`config.mk`:
```
export PLATFORM = sky130hd
export DESIGN_NAME = pipe_stage_hs_flat
export DESIGN_NICKNAME = d
export VERILOG_FILES = /design/src/rtl/pipe_stage_hs_if.sv /design/src/rtl/pipe_stage_hs.sv /design/src/flat_wrapper.sv
export SDC_FILE = /design/constraint.sdc
export NUM_CORES = 1
export LEC_CHECK = 0
export ABC_AREA = 1
export ABC_CLOCK_PERIOD_IN_PS = 2000
export CAP_MARGIN = 0
export CELL_PAD_IN_SITES_DETAIL_PLACEMENT = 2
export CELL_PAD_IN_SITES_GLOBAL_PLACEMENT = 2
export CORE_MARGIN = 5
export CORE_UTILIZATION = 27
export DETAILED_ROUTE_END_ITERATION = 10
export MAX_ROUTING_LAYER = met4
export PLACE_DENSITY_LB_ADDON = 0.2
export SYNTH_ARGS = -nofsm -noshare
export SYNTH_HDL_FRONTEND = slang
export SYNTH_SLANG_ARGS = --single-unit
```
`constraint.sdc`:
```
create_clock -name clk -period 2 [get_ports clk]
set_input_delay 0.5 -clock clk [delete_from_list [all_inputs] [get_ports clk]]
set_output_delay 0.5 -clock clk [all_outputs]
set_load 0.03 [all_outputs]
```
`src/rtl/pipe_stage_hs_if.sv`:
```
// Valid/ready handshake bundle carrying a data payload and a control vector.
interface pipe_stage_hs_if #(
  parameter int unsigned DATA_WIDTH = 32,
  parameter int unsigned CTRL_WIDTH = 4
);
  logic                  valid;
  logic                  ready;
  logic [DATA_WIDTH-1:0] data;
  logic [CTRL_WIDTH-1:0] ctrl;

  modport master (output valid, output data, output ctrl, input ready);
  modport slave  (input valid, input data, input ctrl, output ready);
endinterface

```
`src/rtl/pipe_stage_hs.sv`:
```
// Handshaked pipeline stage register with a 2-entry skid buffer, flush and a
// saturating stall counter. in_ready and all out_* signals come straight from flops.
module pipe_stage_hs #(
  parameter int unsigned DATA_WIDTH = 32,
  parameter int unsigned CTRL_WIDTH = 4,
  parameter int unsigned CNT_WIDTH  = 16
) (
  input  logic                 clk,
  input  logic                 rst,
  input  logic                 flush,
  pipe_stage_hs_if.slave       in_hs,
  pipe_stage_hs_if.master      out_hs,
  output logic [CNT_WIDTH-1:0] stall_cnt
);

  typedef enum logic [1:0] {StEmpty, StOne, StFull} state_e;

  state_e                state_q;
  logic [DATA_WIDTH-1:0] main_data_q;
  logic [CTRL_WIDTH-1:0] main_ctrl_q;
  logic [DATA_WIDTH-1:0] skid_data_q;
  logic [CTRL_WIDTH-1:0] skid_ctrl_q;
  logic                  out_valid_q;
  logic                  in_ready_q;
  logic [CNT_WIDTH-1:0]  stall_cnt_q;

  logic push;
  logic pop;
  logic stalled;

  assign push    = in_hs.valid & in_ready_q;
  assign pop     = out_valid_q & out_hs.ready;
  assign stalled = out_valid_q & ~out_hs.ready;

  // main_ctrl_q is zeroed whenever the stage empties, so bubbles carry no control.
  always_ff @(posedge clk) begin
    if (rst) begin
      state_q     <= StEmpty;
      main_data_q <= '0;
      main_ctrl_q <= '0;
      skid_data_q <= '0;
      skid_ctrl_q <= '0;
      out_valid_q <= 1'b0;
      in_ready_q  <= 1'b0;
    end else if (flush) begin
      state_q     <= StEmpty;
      main_ctrl_q <= '0;
      out_valid_q <= 1'b0;
      in_ready_q  <= 1'b1;
    end else begin
      unique case (state_q)
        StEmpty: begin
          in_ready_q <= 1'b1;
          if (push) begin
            state_q     <= StOne;
            main_data_q <= in_hs.data;
            main_ctrl_q <= in_hs.ctrl;
            out_valid_q <= 1'b1;
          end
        end
        StOne: begin
          if (push && pop) begin
            main_data_q <= in_hs.data;
            main_ctrl_q <= in_hs.ctrl;
          end else if (push) begin
            state_q     <= StFull;
            skid_data_q <= in_hs.data;
            skid_ctrl_q <= in_hs.ctrl;
            in_ready_q  <= 1'b0;
          end else if (pop) begin
            state_q     <= StEmpty;
            main_ctrl_q <= '0;
            out_valid_q <= 1'b0;
          end
        end
        StFull: begin
          if (pop) begin
            state_q     <= StOne;
            main_data_q <= skid_data_q;
            main_ctrl_q <= skid_ctrl_q;
            in_ready_q  <= 1'b1;
          end
        end
        default: begin
          state_q     <= StEmpty;
          main_ctrl_q <= '0;
          out_valid_q <= 1'b0;
          in_ready_q  <= 1'b1;
        end
      endcase
    end
  end

  // Only reset clears the counter; flush leaves the performance history intact.
  always_ff @(posedge clk) begin
    if (rst) begin
      stall_cnt_q <= '0;
    end else if (stalled && (stall_cnt_q != '1)) begin
      stall_cnt_q <= stall_cnt_q + CNT_WIDTH'(1);
    end
  end

  assign in_hs.ready  = in_ready_q;
  assign out_hs.valid = out_valid_q;
  assign out_hs.data  = main_data_q;
  assign out_hs.ctrl  = main_ctrl_q;
  assign stall_cnt    = stall_cnt_q;

endmodule

```
`src/flat_wrapper.sv`:
```
// flat-port wrapper written by rule: the top's interface ports become plain ports
module pipe_stage_hs_flat 
#(
  parameter int unsigned DATA_WIDTH = 32,
  parameter int unsigned CTRL_WIDTH = 4,
  parameter int unsigned CNT_WIDTH  = 16
)
  (clk, rst, flush, stall_cnt, in_hs_valid, in_hs_data, in_hs_ctrl, in_hs_ready, out_hs_valid, out_hs_data, out_hs_ctrl, out_hs_ready);
  pipe_stage_hs_if #(.DATA_WIDTH(DATA_WIDTH), .CTRL_WIDTH(CTRL_WIDTH)) in_hs_i ();
  pipe_stage_hs_if #(.DATA_WIDTH(DATA_WIDTH), .CTRL_WIDTH(CTRL_WIDTH)) out_hs_i ();
  input  logic clk;
  input  logic rst;
  input  logic flush;
  output logic [CNT_WIDTH-1:0] stall_cnt;
  input wire logic [$bits(in_hs_i.valid)-1:0] in_hs_valid;
  input wire logic [$bits(in_hs_i.data)-1:0] in_hs_data;
  input wire logic [$bits(in_hs_i.ctrl)-1:0] in_hs_ctrl;
  output wire logic [$bits(in_hs_i.ready)-1:0] in_hs_ready;
  output wire logic [$bits(out_hs_i.valid)-1:0] out_hs_valid;
  output wire logic [$bits(out_hs_i.data)-1:0] out_hs_data;
  output wire logic [$bits(out_hs_i.ctrl)-1:0] out_hs_ctrl;
  input wire logic [$bits(out_hs_i.ready)-1:0] out_hs_ready;
  assign in_hs_i.valid = in_hs_valid;
  assign in_hs_i.data = in_hs_data;
  assign in_hs_i.ctrl = in_hs_ctrl;
  assign in_hs_ready = in_hs_i.ready;
  assign out_hs_valid = out_hs_i.valid;
  assign out_hs_data = out_hs_i.data;
  assign out_hs_ctrl = out_hs_i.ctrl;
  assign out_hs_i.ready = out_hs_ready;
  pipe_stage_hs #(.DATA_WIDTH(DATA_WIDTH), .CTRL_WIDTH(CTRL_WIDTH), .CNT_WIDTH(CNT_WIDTH)) u_core (.clk(clk), .rst(rst), .flush(flush), .in_hs(in_hs_i), .out_hs(out_hs_i), .stall_cnt(stall_cnt));
endmodule
```
; ---- After elaboration in Yosys (flattened, before gate mapping)
; Cells that the tools add are included.
[totals]
elab_cells = 68
reg_bits = 92
out_inout_bits = 54
in_bits = 41
[op_classes]
bitwise = 7
mux = 26
add_sub_neg = 1
eq_ne = 15
reduce_logical = 11
[ops]
columns = cell, n
row1 = $mux W32, 3
row2 = $pmux W32 S3, 1
row3 = $mux W4, 5
row4 = $add A16 B1 Y16 const B, 1
row5 = $ne A16 B16 Y1 const B, 1
row6 = $pmux W4 S3, 1
row7 = $reduce_and A4 Y1, 3
row8 = $mux W2, 5
row9 = $reduce_and A5 Y1, 2
row10 = $mux W1, 8
row11 = $ne A2 B1 Y1 const B, 4
row12 = $ne A3 B1 Y1 const B, 2
row13 = $ne A3 B2 Y1 const B, 2
row14 = $ne A3 B3 Y1 const B, 2
row15 = $pmux W2 S3, 1
row16 = $ne A2 B2 Y1 const B, 2
row17 = $not A1 Y1, 4
row18 = $and A1 B1 Y1, 3
row19 = $pmux W1 S3, 1
row20 = $reduce_and A3 Y1, 1
row21 = $reduce_bool A3 Y1, 1
row22 = $eq A2 B1 Y1 const B, 1
row23 = $eq A2 B2 Y1 const B, 1
row24 = $logic_and A1 B1 Y1, 2
row25 = 3 further kinds, 3

; ---- Depth between registers and ports, before layout
[depth]
word_depth = 5
mapped_depth = 9
depth_no_buf = 9

; ---- Worst setup path after synthesis
; OpenSTA, ideal clock, no wires.
[synth_timing]
path_kind = flip-flop to flip-flop
start = register u_core.stall_cnt_q[0], in the netlist u_core.stall_cnt[0]
end = register u_core.stall_cnt_q[0], in the netlist u_core.stall_cnt[0]
stages_incl_launch_ff = 10
arrival_ns = 1.601
t_required_ns = 1.886
setup_slack_ns = 0.285
setup_ns = 0.114
cell_sequence = dfxtp_1 ha_1 nand2_1 nor2_1 nand2_1 nor2_1 nor2_2 buf_4 nor2_1 nor2_1
[synth_between]
elab_chain_cells = 2
elab_cells_between_ends = 3
classes_between = add/sub: 1 / eq/ne: 1 / reduce/logical: 1
[synth_lines]
columns = element, line_no
row1 = from (decl), pipe_stage_hs.sv:25  ; logic [CNT_WIDTH-1:0] stall_cnt_q;
row2 = from (signal assigned), pipe_stage_hs.sv:99  ; stall_cnt_q <= stall_cnt_q + CNT_WIDTH'(1);
row3 = "parallel branches: the longest is 2 deep, another holds $add A16 B1 Y16", -
; Parallel ways; which one is timed is not known.
; A chain may end at the register's enable or synchronous reset.

; ---- Final worst setup path
[layout_timing]
start = register u_core.main_data_q[19], in the netlist u_core.out_hs.data[19]
end = output out_hs_data[19]
[layout_rtl]
columns = element, line_no
row1 = from (decl), pipe_stage_hs.sv:19  ; logic [DATA_WIDTH-1:0] main_data_q;
row2 = from (signal assigned), pipe_stage_hs.sv:56  ; main_data_q <= in_hs.data;
row3 = from (signal assigned), pipe_stage_hs.sv:63  ; main_data_q <= in_hs.data;
row4 = from (signal assigned), pipe_stage_hs.sv:79  ; main_data_q <= skid_data_q;
row5 = to (decl), flat_wrapper.sv:20  ; output wire logic [$bits(out_hs_i.data)-1:0] out_hs_data;
; No word-level cell between the ends.

==> out/qor.txt <==
CP required - 1500 ps
register area - 1840 um2
top sig layer - met4
drt total wl - 14,200 um
RSZ-0062 raised after global routing - false
synth cell count leaders - nand2_1 (128), dfxtp_1 (92), nor2_1 (90), o21ai_0 (78)
dpl cell area - 5350 um2
CP max stage delay - 690 ps
Buffers on Ports - 94
critical path cell sequence - clkdlybuf4s50_1
largest net degree at the start of global routing - 75
Clock Skew - 6.48 ps
Mapped Area - 4080 um2
measured slew at the worst slew-check pin - 340 ps
Top FF cell, synth - dfxtp_1
outcome - finished, final reports clean
top cells by area, synth - dfxtp_1 (45%), nand2_1 (12%), o21ai_0 (9.6%)
Die ar. - 17,700 um2
clk root buf - clkbuf_16
number of CTS-inserted buffers - 9
clock sink count - 92
Layout fillers - 1,775
metal2 WL - 7250 um
CTS tree - yes
Area Overhead vs Synth - 38.3%
final setup vio count - 0
Synth area leader - dfxtp_1
routed wire length per instance - 16.1 um
CTS Hold Bufs - 0
wl on met1 - 6350 um
pre-CTS WS - -144 ps
worst hold path class - reg -> reg
Hold Worst Slack - 454 ps
final core occ - 37.6%
Final Cycle Share - 95.7%
count of different cell masters after synthesis - 28
Die X - 133 um
multi-input logic area - 1910 um2
fmax - 0.522 GHz
register area share after synthesis - 45.1%
CP Max Fanout - 2
RePlAce Congestion - 0.784
routed via count - 4,276
Worst path top cell family by delay - buffers and inverters
CTS H-tree lvls - 3
Ports - 95
die height - 133 um
design area - 5650 um2
nets - 733
final hold vios - 0
Post-Synthesis Cells - 592
Initial Util - 27.2%
GRT Util Overall - 17.0%
Worst-path clk slew - 60 ps
share of the synthesized area in the top cell type - 45.1%
DRT iter0 DRCs - 151
layout cell share with drive strength beyond 1 - 7.77%
Max clock buf depth - 2
initial antenna violation count - 0
met3 WL post-DR - 464 um
Startpoint Class - flip-flop
Post-Syn Area per Cell - 6.90 um2
static leakage - 2.32 nW
Final Slew Violations - 0
postcts setup bufs - 0
Synth warnings - 0
share of flip-flops with an asynchronous set or reset - 0%
Crit path arrival time - 1410 ps
# diodes - 0
WP buf/inv - 1
crit end category - output port
max_slew headroom - 77.2%
Residual DRC - 0
clock latency on the worst-skew pair - 350 ps
Power Density - 734 nW/um2
Core Region - 15,000 um2
via density per instance - 4.84
EDFF count, synth - 0
max-cap check violation count - 0
FF+latch count, synth - 92
Detail Placement HPWL - 10,200 um
Post-DRT Antenna Nets - 0
vias in the first global route - 4,729
row count - 45
first-pass GRT wire length - 23,900 um
Pre-Repair DR Iteration Count - 4
Synth Net Count - 634
setup_tns - 0 ps
minimum clock period - 1910 ps
Max IR drop VDD - 0.406 mV
top-count cell post-synth - nand2_1
Crit Path Class - reg -> out
remaining global-route overflow - 0
slowest CP cell - clkdlybuf4s50_1
final worst-path setup slack - 85.6 ps
## sequential cells by signal (all words and copies together) (netlist names)
register,count
u_core.skid_data_q,32
u_core.skid_ctrl_q,4
u_core.out_hs.data,32
u_core.out_hs.valid,1
u_core.out_hs.ctrl,4
u_core.state_q,2
u_core.in_hs.ready,1
u_core.stall_cnt,16
## report_power, final
part	switching [mW]	internal (mW)
logic	0.291	0.225
clock network	0.754	0.962
registers	0.0322	1.88
## path summary, 6_finish.rpt
path | from | endpoint | slack [ps] | cells after the start
hold / removal | u_core.skid_data_q[28] | u_core.skid_data_q[28] | 450 | 2
setup / recovery | u_core.out_hs.data[19] | out_hs_data[19] | 90 | 1
setup reg to reg | u_core.stall_cnt[1] | u_core.stall_cnt[15] | 260 | 9
hold reg to reg | u_core.skid_data_q[28] | u_core.skid_data_q[28] | 450 | 2
## cell type report
cell class	instances	share of cell area, %
clock buffers	9	3.99
inverters	49	3.26
clock inverters	6	1.17
well taps	188	4.16
flip-flops and latches	92	32.6
multi-input cells	419	33.9
repair buffers	120	21.0
## per-layer routing
| metal | track usage, % | up-vias |
|---|---|---|
| met5 | - | - |
| met2 | 29.3 | 67 |
| met3 | 4.26 | 9 |
| met1 | 19.9 | 2092 |
| met4 | 3.75 | 0 |
| li1 | - | 2108 |
## placed cells by master, fill, tap and decap left out, drive strengths merged
cell type      instances
dfxtp                 92
xor2                   4
ha                     1
nand3b                 1
a31oi                  1
nor2                  93
a21oi                 46
nor3                  27
clkbuf                 9
xnor2                  2
o31ai                  1
clkinvlp               3
clkinv                 2
dlymetal6s2s           4
nand2                130
nand4                  5
nand3                 18
o21ai                 90
inv                   49
clkdlybuf4s50         80
buf                   26
dlygate4sd2           10
bufinv                 1
## worst reg2reg max path: stages (launching register included)
cell	delay [ps]
dfxtp_1	400
ha_1	240
nand2_1	80
nor2_1	170
nand2_1	150
nor2_1	170
nor2_2	60
buf_4	170
a21oi_1	140
nor2_1	60
## metrics by stage
stage / total power, mW / cells
4_1_cts: 4.23 / 883
3_3_place_gp: 2.46 / 868
3_5_place_dp: 2.48 / 868
2_1_floorplan: 2.21 / 592
5_1_grt: 4.34 / 883
6_report: 4.15 / 883
## logic make-up (layout without fill, tap and decap cells)
| kind of cell | Yosys count | in the layout | synth area share [%] |
|---|---|---|---|
| AND/OR/NAND/NOR | 274 | 274 | 27.9 |
| AO/OA/AOI/OAI | 138 | 138 | 17.2 |
| flip-flops | 92 | 92 | 45.1 |
| buffers and inverters | 81 | 184 | 8.24 |
| XOR/XNOR | 6 | 6 | 1.29 |
| adder cells (fa/ha/maj) | 1 | 1 | 0.306 |
## repair_timing
action	in CTS	in global routing
endpoints found under the setup margin	10	14
resized for setup	10	5
endpoints found under the hold margin	0	0
No activity file was read; power rests on OpenSTA's default activity.
